**src/rtl/count_pkg.sv**
```systemverilog
// Shared types for the count stream decoder: step classification and
// decoder state encodings.
package count_pkg;

   localparam int CNT_W = 4;

   typedef enum logic [1:0] {
      STEP_HOLD,
      STEP_UP,
      STEP_DOWN,
      STEP_ERR
   } step_t;

   typedef enum logic [1:0] {
      DEC_IDLE,
      DEC_ACQUIRE,
      DEC_LOCKED
   } dec_state_t;

   function automatic logic step_is_legal(input step_t s);
      return s != STEP_ERR;
   endfunction

endpackage

```
**src/rtl/count_step_classifier.sv**
```systemverilog
// Combinational classifier: compares a sample against the previous one
// modulo 2^WIDTH and reports hold, +1, -1 or illegal.
import count_pkg::*;

module count_step_classifier #(
   parameter int WIDTH = 3
) (
   input  logic [WIDTH-1:0] prev,
   input  logic [WIDTH-1:0] count_in,
   output step_t            step
);

   logic [WIDTH-1:0] delta;

   // Wrap is legal because the subtraction is naturally modulo 2^WIDTH.
   always_comb begin
      delta = count_in - prev;
      step  = STEP_ERR;
      if (delta == '0)
         step = STEP_HOLD;
      else if (delta == WIDTH'(1))
         step = STEP_UP;
      else if (delta == '1)
         step = STEP_DOWN;
   end

endmodule

```
**src/rtl/count_stream_decoder.sv**
```systemverilog
// Receive-side checker for an up/down counter stream: classifies steps,
// acquires/holds lock, tracks reversals and a saturating net position.
import count_pkg::*;

module count_stream_decoder #(
   parameter int WIDTH     = 3,
   parameter int LOCK_CNT  = 2,
   parameter int ERR_LIMIT = 3,
   parameter int POS_W     = 8
) (
   input  logic                    clk,
   input  logic                    rst,
   input  logic                    en,
   input  logic [WIDTH-1:0]        count_in,
   output logic                    up_pulse,
   output logic                    down_pulse,
   output logic                    hold_pulse,
   output logic                    err_pulse,
   output logic                    reversal,
   output logic                    locked,
   output logic signed [POS_W-1:0] position
);

   localparam logic [CNT_W-1:0]        LOCK_C  = CNT_W'(LOCK_CNT);
   localparam logic [CNT_W-1:0]        ERR_C   = CNT_W'(ERR_LIMIT);
   localparam logic [CNT_W-1:0]        CNT_ONE = CNT_W'(1);
   localparam logic signed [POS_W-1:0] POS_MAX = {1'b0, {(POS_W-1){1'b1}}};
   localparam logic signed [POS_W-1:0] POS_MIN = {1'b1, {(POS_W-1){1'b0}}};
   localparam logic signed [POS_W-1:0] POS_ONE = POS_W'(1);

   function automatic logic signed [POS_W-1:0] sat_step(
      input logic signed [POS_W-1:0] p,
      input logic                    inc,
      input logic                    dec
   );
      logic signed [POS_W-1:0] r;
      r = p;
      if (inc && (p != POS_MAX))
         r = p + POS_ONE;
      else if (dec && (p != POS_MIN))
         r = p - POS_ONE;
      return r;
   endfunction

   dec_state_t              state, state_nxt;
   logic [WIDTH-1:0]        prev, prev_nxt;
   logic [CNT_W-1:0]        acq_cnt, acq_cnt_nxt;
   logic [CNT_W-1:0]        err_cnt, err_cnt_nxt;
   logic                    dir_vld, dir_vld_nxt;
   logic                    dir_up, dir_up_nxt;
   logic signed [POS_W-1:0] pos_nxt;
   logic                    up_nxt, down_nxt, hold_nxt, err_nxt, rev_nxt;
   step_t                   step;
   logic                    is_up, is_down, legal;

   count_step_classifier #(
      .WIDTH (WIDTH)
   ) u_classifier (
      .prev     (prev),
      .count_in (count_in),
      .step     (step)
   );

   assign is_up   = (step == STEP_UP);
   assign is_down = (step == STEP_DOWN);
   assign legal   = step_is_legal(step);
   assign locked  = (state == DEC_LOCKED);

   always_comb begin
      state_nxt   = state;
      prev_nxt    = prev;
      acq_cnt_nxt = acq_cnt;
      err_cnt_nxt = err_cnt;
      dir_vld_nxt = dir_vld;
      dir_up_nxt  = dir_up;
      pos_nxt     = position;
      up_nxt      = 1'b0;
      down_nxt    = 1'b0;
      hold_nxt    = 1'b0;
      err_nxt     = 1'b0;
      rev_nxt     = 1'b0;

      if (en) begin
         prev_nxt = count_in;
         if (state == DEC_IDLE) begin
            // First sample only seeds prev; there is nothing to compare against.
            state_nxt   = DEC_ACQUIRE;
            acq_cnt_nxt = '0;
            err_cnt_nxt = '0;
         end else begin
            up_nxt   = is_up;
            down_nxt = is_down;
            hold_nxt = (step == STEP_HOLD);
            err_nxt  = !legal;

            if (is_up || is_down) begin
               rev_nxt     = dir_vld && (dir_up != is_up);
               dir_vld_nxt = 1'b1;
               dir_up_nxt  = is_up;
            end

            case (state)
               DEC_ACQUIRE: begin
                  if (legal) begin
                     if ((acq_cnt + CNT_ONE) == LOCK_C) begin
                        state_nxt   = DEC_LOCKED;
                        acq_cnt_nxt = '0;
                        err_cnt_nxt = '0;
                     end else begin
                        acq_cnt_nxt = acq_cnt + CNT_ONE;
                     end
                  end else begin
                     acq_cnt_nxt = '0;
                  end
               end
               DEC_LOCKED: begin
                  if (legal) begin
                     err_cnt_nxt = '0;
                     pos_nxt     = sat_step(position, is_up, is_down);
                  end else if ((err_cnt + CNT_ONE) == ERR_C) begin
                     state_nxt   = DEC_IDLE;
                     err_cnt_nxt = '0;
                     dir_vld_nxt = 1'b0;
                  end else begin
                     err_cnt_nxt = err_cnt + CNT_ONE;
                  end
               end
               default: state_nxt = DEC_IDLE;
            endcase
         end
      end
   end

   // Registered outputs: a sample at edge N is reported during cycle N+1.
   always_ff @(posedge clk) begin
      if (rst) begin
         state      <= DEC_IDLE;
         prev       <= '0;
         acq_cnt    <= '0;
         err_cnt    <= '0;
         dir_vld    <= 1'b0;
         dir_up     <= 1'b0;
         position   <= '0;
         up_pulse   <= 1'b0;
         down_pulse <= 1'b0;
         hold_pulse <= 1'b0;
         err_pulse  <= 1'b0;
         reversal   <= 1'b0;
      end else begin
         state      <= state_nxt;
         prev       <= prev_nxt;
         acq_cnt    <= acq_cnt_nxt;
         err_cnt    <= err_cnt_nxt;
         dir_vld    <= dir_vld_nxt;
         dir_up     <= dir_up_nxt;
         position   <= pos_nxt;
         up_pulse   <= up_nxt;
         down_pulse <= down_nxt;
         hold_pulse <= hold_nxt;
         err_pulse  <= err_nxt;
         reversal   <= rev_nxt;
      end
   end

endmodule

```
**config.mk**
```make
export PLATFORM = sky130hd
export DESIGN_NAME = count_stream_decoder
export DESIGN_NICKNAME = d
export VERILOG_FILES = /design/src/rtl/count_pkg.sv /design/src/rtl/count_step_classifier.sv /design/src/rtl/count_stream_decoder.sv
export SDC_FILE = /design/constraint.sdc
export NUM_CORES = 1
export LEC_CHECK = 0
export ABC_AREA = 1
export BUFFER_PORTS_ARGS = -buffer_cell sky130_fd_sc_hd__buf_4
export CAP_MARGIN = 20
export CORE_UTILIZATION = 40
export DETAILED_ROUTE_END_ITERATION = 10
export GPL_TIMING_DRIVEN = 0
export PLACE_DENSITY = 0.7
export SYNTH_ARGS = -nofsm -noshare
export SYNTH_HDL_FRONTEND = slang
export SYNTH_SLANG_ARGS = --single-unit
```
**constraint.sdc**
```tcl
create_clock -name clk -period 3.1 [get_ports clk]
set_input_delay 0.775 -clock clk [delete_from_list [all_inputs] [get_ports clk]]
set_output_delay 0.775 -clock clk [all_outputs]
set_load 0.01 [all_outputs]
```
==> metrics.md <==
| Metric | Value |
|---|---|
| Max-capacitance violation count | `0` |
| Net Count, Synth | `284` |
| Count of input and output buffers | `17` |
| Area of combinational cells with multiple inputs | `0.00123 mm²` |
| Number of failing hold endpoints at the final stage | `0` |
| Clock period minus final worst setup slack | `3.03 ns` |
| Max-slew violation total from the final report | `0` |
| Pin count of the biggest net entering global routing | `15` |
| Layout Skew | `0.00516 ns` |
| Crit path capture type | `flop` |
| Fill cell count | `405` |
| Number of global-route vias before repair | `1,466` |
| First-pass GRT wire length | `6500 µm` |
| Count of final setup violators | `0` |
| Post-layout total power | `0.869 mW` |
| Library cell contributing the largest single delay on the critical path | `fa_2` |
| Main combinational cell family by area after synthesis | `simple AND/OR/NAND/NOR gates` |
| Sequential share of power | `0.443` |
| Xor-xnor portion of the synthesized cell area | `0.0525` |
| Final Cell Area | `0.00228 mm²` |
| Number of detailed-route iterations in the first pass | `4` |
| Avg Synthesized Cell Area | `7.05 µm²` |
| Worst-Skew Late Latency | `0.27 ns` |
| Maximum VDD drop | `0.000346 V` |
| Portion of netlist area occupied by mux cells | `0` |
| Switching fraction of total power | `0.330` |
| Slew Limit Headroom | `0.787` |
| Post-route worst hold slack | `0.488 ns` |
| Share of flip-flops with an asynchronous set or reset | `0` |
| Last element of the critical path | `position[3]` |
| Inserted Clock Buffers | `3` |
| Hold Crit Class | `flop to flop` |
| Layout cells sized above 1 | `0.252` |
| Largest fanout on the critical path | `6` |
| Fmax achieved | `330 MHz` |
| Leftover overflow at the end of global routing | `0` |
| 1st-iter DRT viols | `56` |
| Final routed wire length divided by cell count | `11.2 µm` |
| Required @ worst endpoint | `3.27 ns` |
| Most frequent cells in the layout | `nand2_1, inv_1, nor2_1` |
| EDFF count, synth | `0` |
| R2R cell count | `16` |
| Post-synthesis to final-layout area growth | `24.3%` |
| Clock transition at the register clock pins on the worst setup and hold paths after CTS | `0.09 ns` |
| Pwr/cell area | `381 mW/mm²` |
| Via count of the routed design | `1,640` |
| Total Routing Usage GR | `0.164` |
| Area after DPL | `0.00213 mm²` |
| Clock Root Buffer | `clkbuf_8` |
| Distinct cells, synth | `29` |
| CTS tree | `built` |
| Standard-cell row count | `24` |
| Leakage | `1.04 nW` |
| Estimated wirelength of the detail-placed design | `2760 µm` |
| Layout net count | `316` |
| Share of total power in combinational logic | `0.331` |
| Largest stage delay on the critical path | `0.37 ns` |
| Die Span X | `69.7 µm` |
| Detailed-route wire length on metal 1 | `1870 µm` |
| Proportion of synthesized chip area in sequential cells | `0.306` |
| H-tree Lvls | `1` |
| End of the worst register-to-register path | `position[3]` |
| Area share of fa/ha/maj cells after synthesis | `0.131` |
| TritonCTS Sinks | `28` |
| Flops & latches, synth | `28` |
| Commonest non-fill, non-tap cell in the layout | `nand2_1` |
| Post-synthesis share of cell area spent on and, or, nand and nor gates | `0.289` |
| Worst reg2reg path startpoint | `prev[0]` |
| Final weighted congestion in routability-driven placement | `0.831` |
| P_sw | `0.286 mW` |
| Effective utilization at floorplan | `0.418` |
| Post-Synthesis Cell Area | `0.00183 mm²` |
| Mapped Cells | `260` |
| Die ar. | `0.00486 mm²` |
| YS warnings | `0` |
| Register cell area after layout | `561 µm²` |
| Placed cell count | `329` |
| Fraction of the mapped netlist area in compound gates | `0.121` |
| Tcrit/Tclk final | `0.977` |
| Via/cell ratio | `4.80` |
| Non-filler instance count after layout | `342` |
| Register-to-register path setup slack | `0.36 ns` |
| Number of antenna repair diodes | `0` |
| Most frequently used flop master after synthesis | `dfxtp_1` |
| Antenna viol nets, final | `0` |
| Total length of routed met2 wires | `1780 µm` |
| Top sig layer | `met4` |
| Cell-by-cell listing of the critical path | `buf_4, inv_1, ha_2, fa_2, xor2_2, inv_2, nand2_1, nand2_2, inv_2, ha_4, nand2_8, ha_1, nand3_1, nand3_2, buf_4, xor2_1, o21ai_1, a21oi_1` |
| Total core area | `0.00438 mm²` |
| Sort of element at the start of the critical path | `input pin` |
| Classification of the worst setup path | `input pin to flop` |
| Routed Wire Length | `3820 µm` |
| Outcome | `complete, no violations` |
| Boundary Pins | `20` |
| Antenna violations before repair | `0` |
| Least-Margin Pin Slew | `0.320 ns` |
| Worst EP arrival | `3.20 ns` |
| Drc violations | `0` |
| Clock power share | `0.226` |
| Internal portion of total power | `0.583 mW` |
| Number of buffers on the longest clock path | `2` |
| Die extent in y | `69.7 µm` |
| Startpoint of the most critical setup path | `count_in[0]` |
| Wire length on met3 | `106 µm` |
[cells by family (layout without fill, tap and decap cells)]
kind of cell,after synthesis,count (layout)
xor+xnor,11,11
flops,28,28
buf+inv,48,77
fa+ha+maj,18,18
simple gates,118,119
compound gates,37,37
[layout make-up]
cell class              instances  area share
clock buffers                   3      0.0181
multi-input cells             185       0.540
flip-flops and latches         28       0.246
well taps                      52      0.0285
inverters                      45      0.0741
repair buffers                 26      0.0856
plain buffers                   3     0.00768
[flip-flops by register name, indices dropped and copies added, names as in the netlist]
| name | flops |
|---|---|
| err_cnt | 4 |
| state | 2 |
| down_pulse | 1 |
| position | 8 |
| acq_cnt | 4 |
| hold_pulse | 1 |
| dir_up | 1 |
| dir_vld | 1 |
| reversal | 1 |
| prev | 3 |
| up_pulse | 1 |
| err_pulse | 1 |
[through the flow]
stage	utilization	TNS, ns	setup WS [ns]
finish	0.520	0	0.0725
global route	0.520	-0.186	-0.0925
CTS	0.502	0	0.0143
detailed placement	0.485	-1.52	-0.355
global placement	0.485	-1.14	-0.306
floorplan	-	-0.0245	-0.0245
[cells in the mapped netlist, types with 2 or more instances]
master | count | area (µm²)
nand3_1 | 14 | 70.1
nand2_1 | 54 | 203
o21ai_1 | 7 | 35.0
xor2_1 | 8 | 70.1
o21ai_0 | 4 | 20.0
ha_1 | 16 | 200
nand4_1 | 4 | 25.0
nor2_1 | 34 | 128
dfxtp_1 | 28 | 561
nand2_2 | 4 | 25.0
a21oi_1 | 20 | 100
buf_2 | 2 | 10.0
inv_1 | 38 | 143
xnor2_1 | 3 | 26.3
inv_2 | 7 | 26.3
nor2_2 | 3 | 18.8
fa_1 | 2 | 40.0
[routing by layer]
metal  track usage  vias to the layer above
li1              -                      885
met1         0.225                      725
met2         0.262                       24
met3        0.0305                        6
met4        0.0467                        0
met5             0                        -
[power groups by stage]
| stage | combinational (mW) | sequential [mW] | clock (mW) |
|---|---|---|---|
| after floorplan | 0.199 | 0.392 | 0 |
| after global placement | 0.237 | 0.393 | 0 |
| after detailed placement | 0.242 | 0.394 | 0 |
| after CTS | 0.255 | 0.385 | 0.205 |
| after global routing | 0.324 | 0.387 | 0.219 |
| final | 0.288 | 0.385 | 0.196 |
[critical path: cells and delay by family]
| kind | cells | cell delay (ns) |
|---|---|---|
| compound gates | 2 | 0.18 |
| fa+ha+maj | 4 | 1.01 |
| simple gates | 5 | 0.48 |
| xor+xnor | 2 | 0.30 |
| buf+inv | 5 | 0.42 |
[how the worst min path moves through the flow]
stage	slack [ns]	endpoint	start	depth (start not counted)
final	0.49	acq_cnt[3]	acq_cnt[3]	2
after global routing	0.51	reversal	dir_up	1
after CTS	0.49	acq_cnt[3]	acq_cnt[3]	2
after detailed placement	0.47	reversal	dir_up	1
after global placement	0.47	acq_cnt[3]	acq_cnt[3]	2
after floorplan	0.45	reversal	dir_up	1
[repair_timing]
action / 4_1_cts / 5_1_grt
gates resized for setup: 2 / 9
buffers inserted: 2 / 7
endpoints found under the setup margin: 1 / 5
pin swaps: 3 / 13
cloned: 1 / 0
hold buffers: 0 / 0
Power figures use the tool's default switching activity.
